**src/rtl/lab_ff_pkg.sv**
```systemverilog
// Shared definitions for the flip-flop lab chain: JK input encodings and
// the excitation function that recovers J/K from a present/next bit pair.
package lab_ff_pkg;

  // {J,K} encodings as driven into a JK cell
  localparam logic [1:0] JK_HOLD = 2'b00;
  localparam logic [1:0] JK_CLR  = 2'b01;
  localparam logic [1:0] JK_SET  = 2'b10;
  localparam logic [1:0] JK_TOG  = 2'b11;

  // Inverse of the JK characteristic. Don't-cares are resolved to 0, so
  // a bit that keeps its value always gets HOLD and toggle is never produced.
  function automatic logic [1:0] jk_excite(input logic q_bit, input logic nxt_bit);
    logic [1:0] jk;
    case ({q_bit, nxt_bit})
      2'b01:   jk = JK_SET;
      2'b10:   jk = JK_CLR;
      default: jk = JK_HOLD;
    endcase
    return jk;
  endfunction

endpackage

```
**src/rtl/jk_cell.sv**
```systemverilog
// Single JK storage bit, updated on the falling clock edge.
module jk_cell
  import lab_ff_pkg::*;
(
  input  logic clk,
  input  logic reset,
  input  logic j,
  input  logic k,
  output logic q
);

  // JK characteristic: hold / clear / set / toggle; reset wins over J/K
  always_ff @(negedge clk) begin
    if (reset) begin
      q <= 1'b0;
    end else begin
      case ({j, k})
        JK_HOLD: q <= q;
        JK_CLR:  q <= 1'b0;
        JK_SET:  q <= 1'b1;
        default: q <= ~q;
      endcase
    end
  end

endmodule

```
**src/rtl/jk_excitation_counter.sv**
```systemverilog
// Up/down modulo-N counter whose state lives in JK cells. The next count is
// computed as a target value, then turned into per-bit J/K via excitation
// logic; the cells are the only path by which the count changes.
module jk_excitation_counter
  import lab_ff_pkg::*;
#(
  parameter int WIDTH   = 4,
  parameter int MODULUS = 10
) (
  input  logic             clk,
  input  logic             reset,
  input  logic             en,
  input  logic             up_dn,
  input  logic             load,
  input  logic [WIDTH-1:0] din,
  output logic [WIDTH-1:0] q,
  output logic [WIDTH-1:0] j_out,
  output logic [WIDTH-1:0] k_out,
  output logic             tc,
  output logic             load_err
);

  generate
    if (MODULUS < 2 || MODULUS > (1 << WIDTH)) begin : g_bad_modulus
      $error("jk_excitation_counter: MODULUS must lie in 2..2**WIDTH");
    end
  endgenerate

  // Highest count value, and the modulus widened by one bit so that
  // MODULUS == 2**WIDTH still compares correctly against din.
  localparam logic [WIDTH-1:0] MAX_VAL = WIDTH'(MODULUS - 1);
  localparam logic [WIDTH:0]   MOD_EXT = (WIDTH + 1)'(MODULUS);

  logic [WIDTH-1:0] nxt;
  logic             load_bad;

  // Target next state: load beats count beats hold; an out-of-range load
  // parks the counter at zero and flags the error.
  always_comb begin
    nxt      = q;
    load_bad = 1'b0;
    if (load) begin
      if ({1'b0, din} < MOD_EXT) begin
        nxt = din;
      end else begin
        nxt      = '0;
        load_bad = 1'b1;
      end
    end else if (en) begin
      if (up_dn) begin
        nxt = (q == MAX_VAL) ? '0 : q + WIDTH'(1);
      end else begin
        nxt = (q == '0) ? MAX_VAL : q - WIDTH'(1);
      end
    end
  end

  // Per-bit excitation: derive J/K that move each cell from q to nxt
  always_comb begin
    j_out = '0;
    k_out = '0;
    for (int i = 0; i < WIDTH; i++) begin
      {j_out[i], k_out[i]} = jk_excite(q[i], nxt[i]);
    end
  end

  // Storage: one JK cell per count bit
  genvar gi;
  generate
    for (gi = 0; gi < WIDTH; gi++) begin : g_cells
      jk_cell u_cell (
        .clk   (clk),
        .reset (reset),
        .j     (j_out[gi]),
        .k     (k_out[gi]),
        .q     (q[gi])
      );
    end
  endgenerate

  // Terminal count: about to wrap in the current direction, suppressed by
  // load and by reset
  always_comb begin
    tc = ~reset & en & ~load &
         ((up_dn & (q == MAX_VAL)) | (~up_dn & (q == '0)));
  end

  // Illegal-load flag: one cycle after the offending load, cleared otherwise
  always_ff @(negedge clk) begin
    if (reset) begin
      load_err <= 1'b0;
    end else begin
      load_err <= load_bad;
    end
  end

endmodule

```
**config.mk**
```make
export PLATFORM = sky130hd
export DESIGN_NAME = jk_excitation_counter
export DESIGN_NICKNAME = d
export VERILOG_FILES = /design/src/rtl/lab_ff_pkg.sv /design/src/rtl/jk_cell.sv /design/src/rtl/jk_excitation_counter.sv
export SDC_FILE = /design/constraint.sdc
export NUM_CORES = 1
export LEC_CHECK = 0
export CAP_MARGIN = 20
export CORE_UTILIZATION = 46
export CTS_CLUSTER_SIZE = 28
export DETAILED_ROUTE_END_ITERATION = 6
export PLACE_DENSITY = 0.76
export SYNTH_ARGS = -nofsm -noshare
export SYNTH_HDL_FRONTEND = slang
export SYNTH_HIERARCHICAL = 1
export SYNTH_SLANG_ARGS = --single-unit
```
**constraint.sdc**
```tcl
create_clock -name clk -period 2.4 [get_ports clk]
set_clock_uncertainty 0.1 [all_clocks]
set_input_delay 0.24 -clock clk [delete_from_list [all_inputs] [get_ports clk]]
set_output_delay 0.24 -clock clk [all_outputs]
set_load 0.01 [all_outputs]
```
==> results.md, run 1 <==
- The run stopped with a tool error.
- The die is 42.2 um tall.
- The cell row count is 14.
- After technology mapping, the gate count stands at 101.
- The step where the flow halted is clock tree synthesis.
- The die is 42.2 um wide.
- Each instance of the synthesized netlist takes up on average 7.37 um^2.
- In this run the tool buffered the top-level ports with 22 buffer cells.
- Summed over all nets, the half-perimeter wirelength after detailed placement is 1.70 mm.
- Counting the buffers created by CTS gives 3.
- 23 I/O pins were placed.
- Once the floorplan was initialized, standard cells occupied 49.4% of the core.
- The portion of the post-synthesis area used by sequential elements is 13.4%.
- In this run, synthesis produced a sequential element count of 5.
- Once placement finished, the instance area stood at 1210 um^2.
- The library cell used as clock root buffer is sky130_fd_sc_hd__clkbuf_4.
- Post-CTS repair changed the size of 132 cells.
- The count of unique library cells instantiated by Yosys is 31.
- Summing every instance area after synthesis gives 744 um^2.
- The tool reported: "[ERROR DPL-0038] Utilization greater than 100%, impossible to legalize".
- The congestion estimate from routability-driven global placement came to 0.826.
- Yosys printed 6 warnings.
- In this run the number of H-tree levels came out at 1.
- The count of hold buffers inserted by post-cts repair is 0.
- In this run the post-CTS setup repair buffer count came out at 24.
- Clock tree synthesis found a total of 5 sinks.
- The largest buffer count on any clock path is 2.
- When the netlist entered floorplanning its net count stood at 118.
-- synth_stat cells --
cell type	number	area [um^2]
sky130_fd_sc_hd__dfxtp_1	5	100
sky130_fd_sc_hd__or2_0	4	25.0
sky130_fd_sc_hd__o21ai_0	5	25.0
sky130_fd_sc_hd__and2b_2	4	35.0
sky130_fd_sc_hd__nand3b_1	1	7.51
sky130_fd_sc_hd__nand2b_1	1	6.26
sky130_fd_sc_hd__buf_6	3	33.8
sky130_fd_sc_hd__nand2_1	7	26.3
sky130_fd_sc_hd__nor3_1	3	15.0
sky130_fd_sc_hd__a211oi_1	1	7.51
sky130_fd_sc_hd__o21ai_2	1	8.76
sky130_fd_sc_hd__a211o_1	1	8.76
sky130_fd_sc_hd__o211a_1	2	20.0
sky130_fd_sc_hd__a21boi_0	1	7.51
sky130_fd_sc_hd__inv_1	21	78.8
sky130_fd_sc_hd__a31oi_1	2	12.5
sky130_fd_sc_hd__nor3_4	1	16.3
sky130_fd_sc_hd__nand3_1	3	15.0
sky130_fd_sc_hd__nor3_2	1	10.0
sky130_fd_sc_hd__xnor2_1	2	17.5
sky130_fd_sc_hd__ha_1	8	100
sky130_fd_sc_hd__nor2_1	6	22.5
sky130_fd_sc_hd__nand4b_1	1	8.76
sky130_fd_sc_hd__or3_1	2	12.5
sky130_fd_sc_hd__buf_4	1	7.51
sky130_fd_sc_hd__o32ai_1	1	8.76
sky130_fd_sc_hd__a311oi_2	4	60.1
sky130_fd_sc_hd__buf_2	1	5.00
sky130_fd_sc_hd__a21oi_1	6	30.0
sky130_fd_sc_hd__o21a_1	1	7.51
sky130_fd_sc_hd__o21ai_1	1	5.00
-- cell families after synthesis --
group	Yosys count	synth area share, %
compound gates	26	27.1
xor+xnor	2	2.35
fa+ha+maj	8	13.4
buf+inv	26	16.8
flops	5	13.4
simple gates	34	26.9
-- through the flow --
step,cells,setup WS (ns)
2_1_floorplan,101,-0.773
3_5_place_dp,164,-1.27
3_3_place_gp,164,-1.20
==> inputs of run 2 (changes only) <==
CORE_AREA = 2 2 63 65   (was not set)
CORE_UTILIZATION = not set   (was 46)
CTS_CLUSTER_SIZE = not set   (was 28)
DIE_AREA = 0 0 65 67   (was not set)
PLACE_DENSITY = not set   (was 0.76)
PLACE_DENSITY_LB_ADDON = 0.15   (was not set)
==> run 2 against run 1 <==
The flow now finishes, with violations (negative setup slack). Synthesized cell count unchanged. Area after synthesis unchanged.
==> results.md, run 2 <==
- The run finished, with violations left.
- The final reports fail on negative setup slack.
- The worst voltage drop across the vdd grid is 246 uV.
- The clock latency at the later pin of the worst-skew pair is 0.31 ns.
- The power density over the cells is 620 nW/um^2.
- The cell count after synthesis is 101.
- The largest buffer count on any clock path is 2.
- In the synthesized netlist, the cells that appear most often are 21 x sky130_fd_sc_hd__inv_1, 8 x sky130_fd_sc_hd__ha_1, 7 x sky130_fd_sc_hd__nand2_1.
- Setup repair after global routing could not meet its margin everywhere.
- The library cell used as clock root buffer is sky130_fd_sc_hd__clkbuf_8.
- The vertical extent of the die is 67 um.
- From synthesis to final layout, the design area changed by 124%.
- The most used flip-flop cell after synthesis is sky130_fd_sc_hd__dfxtp_1.
- The total die area is 4360 um^2.
- The synthesized design contains 5 register bits.
- The category of cells accounting for the largest share of critical-path delay is buffers and inverters.
- The biggest fanout along the worst timing path is 4.
- The final number of setup-violating endpoints is 17.
- The first-pass GRT wire length is 4.13 mm.
- The cell row count is 22.
- 23 I/O pins were placed.
- The vias per cell is 4.34.
- In the post-synthesis netlist, the biggest area contributors are sky130_fd_sc_hd__dfxtp_1 13%, sky130_fd_sc_hd__ha_1 13%, sky130_fd_sc_hd__inv_1 11%, sky130_fd_sc_hd__a311oi_2 8.1%, sky130_fd_sc_hd__and2b_2 4.7%.
- The detailed router placed 955 vias in this run.
- The largest registers in the layout are g_cells.u_cell/q (4), load_err (1).
- The routed wire length is 2.49 mm.
- Walking the worst path, the cells encountered are buf_4 -> xnor2_2 -> o21a_1 -> o21ai_2 -> o32ai_2 -> buf_4 -> buf_6.
- The worst pin sits at a relative slew slack of 82.8%.
- The internal power is 0.000638 W.
- The proportion of power drawn by flip-flops and latches is 13.8%.
- The placed wire-length estimate is 1.78 mm.
- The kind of start point of the critical path is a flop.
- The number of cells in the finished layout apart from fillers is 220.
- The number of buffers and inverters on the critical path is 3.
- The final instance area is 1670 um^2.
- Across the run, the number of max-cap violations was 0.
- The transition at the pin with the smallest max-transition slack is 0.257 ns.
- The level count of the clock H-tree is 1.
- The biggest area consumer among synthesized cells is sky130_fd_sc_hd__dfxtp_1.
- The number of global-route vias before repair came to 982.
- The clock drives 5 sinks.
- The largest net degree at the start of global routing is 7.
- The most used cell along the critical path is sky130_fd_sc_hd__buf_4.
- The worst setup path is captured at an output port.
- The post-CTS clock slew at the launch and capture registers of the worst setup and hold paths is 0.03 ns.
- The share of layout cells above drive strength 1 is 71.5%.
- The net switching power of the design is 0.000395 W.
- The portion of the post-synthesis area used by sequential elements is 13.4%.
- The setup path with the least slack is of type flop to output port.
- The largest single stage delay on the critical path is 0.35 ns.
- The slowest cell on the critical path is sky130_fd_sc_hd__dfxtp_4.
- Data on the critical path arrives at its endpoint at 2.74 ns.
- The type of the most critical hold path is flop to flop.
- The number of antenna violations at the first check in global routing is 0.
- The synthesized area is 744 um^2.
- The initial cell density of the core is 20.6%.
- In this run switching power makes up 38.2% of total power.
- More flip-flops sit in one register than any other, and that register is g_cells.u_cell/q.
- The number of design-rule violations left by the first detailed-router iteration is 19.
- After filler insertion, the fill cell instance count of the layout stands at 365.
- The total DRC errors in the routed layout is 0.
- Summed over all layers, the global routing overflow is 0.
- In the layout the commonest cells are 36 x sky130_fd_sc_hd__buf_4, 28 x sky130_fd_sc_hd__buf_6, 16 x sky130_fd_sc_hd__inv_1.
- The async set-reset flop share out of synthesis is 0%.
- The flip-flop count of the largest register, all copies and words added is 4.
- The total power is 0.00103 W.
- During placement, the flow inserted port buffers numbering 22.
- Across all hold checks on the routed design, the worst slack comes to 0.610 ns.
- Yosys printed 6 warnings.
- For this run, the detailed router's first-pass iteration total came to 4.
- TritonCTS built the clock tree.
- The combinational group share of total power is 66.8%.
- The core region is 3610 um^2.
- 0 antenna diodes ended up in the layout.
- The core utilization of the finished layout is 46.3%.
- Dividing the synthesized area by the synthesized cell count gives 7.37 um^2.
- Once routing completed, OpenROAD measured the worst setup slack at -0.677 ns.
- The remaining number of nets flagged by the antenna check after routing is 0.
- The number of hold violations in the final report came to 0.
- The overall global routing resource usage is 12.3%.
- The total count of max-transition violations in the final report was 0.
- The share of total power in the clock network is 19.4%.
- At the end of the flow, the number of nets in the layout was 190.
- Yosys instantiated no cell more often than sky130_fd_sc_hd__inv_1.
- The weighted congestion at the end of routability-driven global placement is 0.763.
- Synthesis produced a netlist with a net count of 118.
- Counting tap cells, the placed design contains a total of 200 instances.
- The analysis attributes to cell leakage a power of 0.767 nW.
- From left edge to right edge, the die measures 65 um.
- Leaving out fill and tap cells, the most frequent cell in the layout is sky130_fd_sc_hd__buf_4.
- The number of buffers inserted during clock tree synthesis is 3.
- STA puts the critical path data required time at 2.06 ns.
- The number of enable flip-flop cells after synthesis is 0.
- The cell area after placement is 1280 um^2.
- The share of synthesized area in the top cell type comes to 13.4%.
- In the final routed layout, each cell accounts on average for 11.3 um.
- After synthesis, the netlist uses 31 different library cells.
run 2: path summary, 6_finish.rpt:
kind | slack, ns | start | depth (start not counted) | end
max | -0.68 | g_cells[1].u_cell/q | 7 | k_out[3]
min | 0.61 | g_cells[3].u_cell/q | 3 | g_cells[3].u_cell/q
max reg2reg | 0.31 | g_cells[1].u_cell/q | 13 | g_cells[3].u_cell/q
min reg2reg | 0.61 | g_cells[3].u_cell/q | 3 | g_cells[3].u_cell/q
run 2: layer usage:
metal	part of all wire, %	GRT usage [%]	vias to the layer above
met3	4.1	4.05	7
met4	1.7	6.12	0
met5	0	0	-
met2	54	21.6	22
li1	-	-	482
met1	40	13.0	444
run 2: cell families (layout without fill, tap and decap cells):
| logic type | Yosys count | after routing | share of synthesized area [%] |
|---|---|---|---|
| XOR/XNOR | 2 | 2 | 2.35 |
| flip-flops | 5 | 5 | 13.4 |
| AO/OA/AOI/OAI | 26 | 26 | 27.1 |
| adder cells (fa/ha/maj) | 8 | 8 | 13.4 |
| buffers and inverters | 26 | 97 | 16.8 |
| AND/OR/NAND/NOR | 34 | 34 | 26.9 |
run 2: per-stage QoR:
stage	setup WS (ns)	TNS, ns
detailed placement	-1.30	-12.66
global route	-0.763	-8.44
global placement	-1.29	-12.59
floorplan	-0.773	-4.14
CTS	-0.675	-7.94
finish	-0.677	-7.26
run 2: cell type report:
class / count / area (um^2) / area share (%)
Clock buffer: 3 / 41.3 / 2.48
Tap cell: 48 / 60.1 / 3.60
Sequential cell: 5 / 115 / 6.90
Multi-Input combinational cell: 70 / 716 / 42.9
Inverter: 16 / 62.6 / 3.75
Clock inverter: 6 / 22.5 / 1.35
Timing Repair Buffer: 72 / 651 / 39.0
run 2: timing repair:
| item | in CTS | in global routing |
|---|---|---|
| setup endpoints to repair | 18 | 18 |
| pin swaps | 28 | 18 |
| buffers inserted | 16 | 6 |
| cloned | 0 | 0 |
| resized for setup | 134 | 31 |
| hold buffers | 0 | 0 |
run 2: worst register-to-register path, cell delays in order (launching register included):
cell and delay [ns]:
sky130_fd_sc_hd__dfxtp_4 0.35, sky130_fd_sc_hd__buf_4 0.16, sky130_fd_sc_hd__xnor2_2 0.14, sky130_fd_sc_hd__o21a_1 0.15, sky130_fd_sc_hd__o21ai_2 0.06, sky130_fd_sc_hd__o32ai_2 0.14, sky130_fd_sc_hd__buf_4 0.15, sky130_fd_sc_hd__inv_1 0.04
sky130_fd_sc_hd__buf_4 0.12, sky130_fd_sc_hd__buf_4 0.12, sky130_fd_sc_hd__buf_4 0.12, sky130_fd_sc_hd__ha_1 0.16, sky130_fd_sc_hd__nand2_1 0.08, sky130_fd_sc_hd__a311oi_2 0.09
run 2: power groups by stage:
| stage | combinational, W | sequential (W) | clock, W |
|---|---|---|---|
| 6_report | 0.000691 | 0.000142 | 0.000200 |
| 5_1_grt | 0.000756 | 0.000146 | 0.000225 |
| 2_1_floorplan | 0.000272 | 0.000131 | 0.0000260 |
| 3_5_place_dp | 0.000496 | 0.000132 | 0.0000260 |
| 4_1_cts | 0.000642 | 0.000138 | 0.000210 |
| 3_3_place_gp | 0.000486 | 0.000132 | 0.0000260 |
No activity file was read; power rests on OpenSTA's default activity.
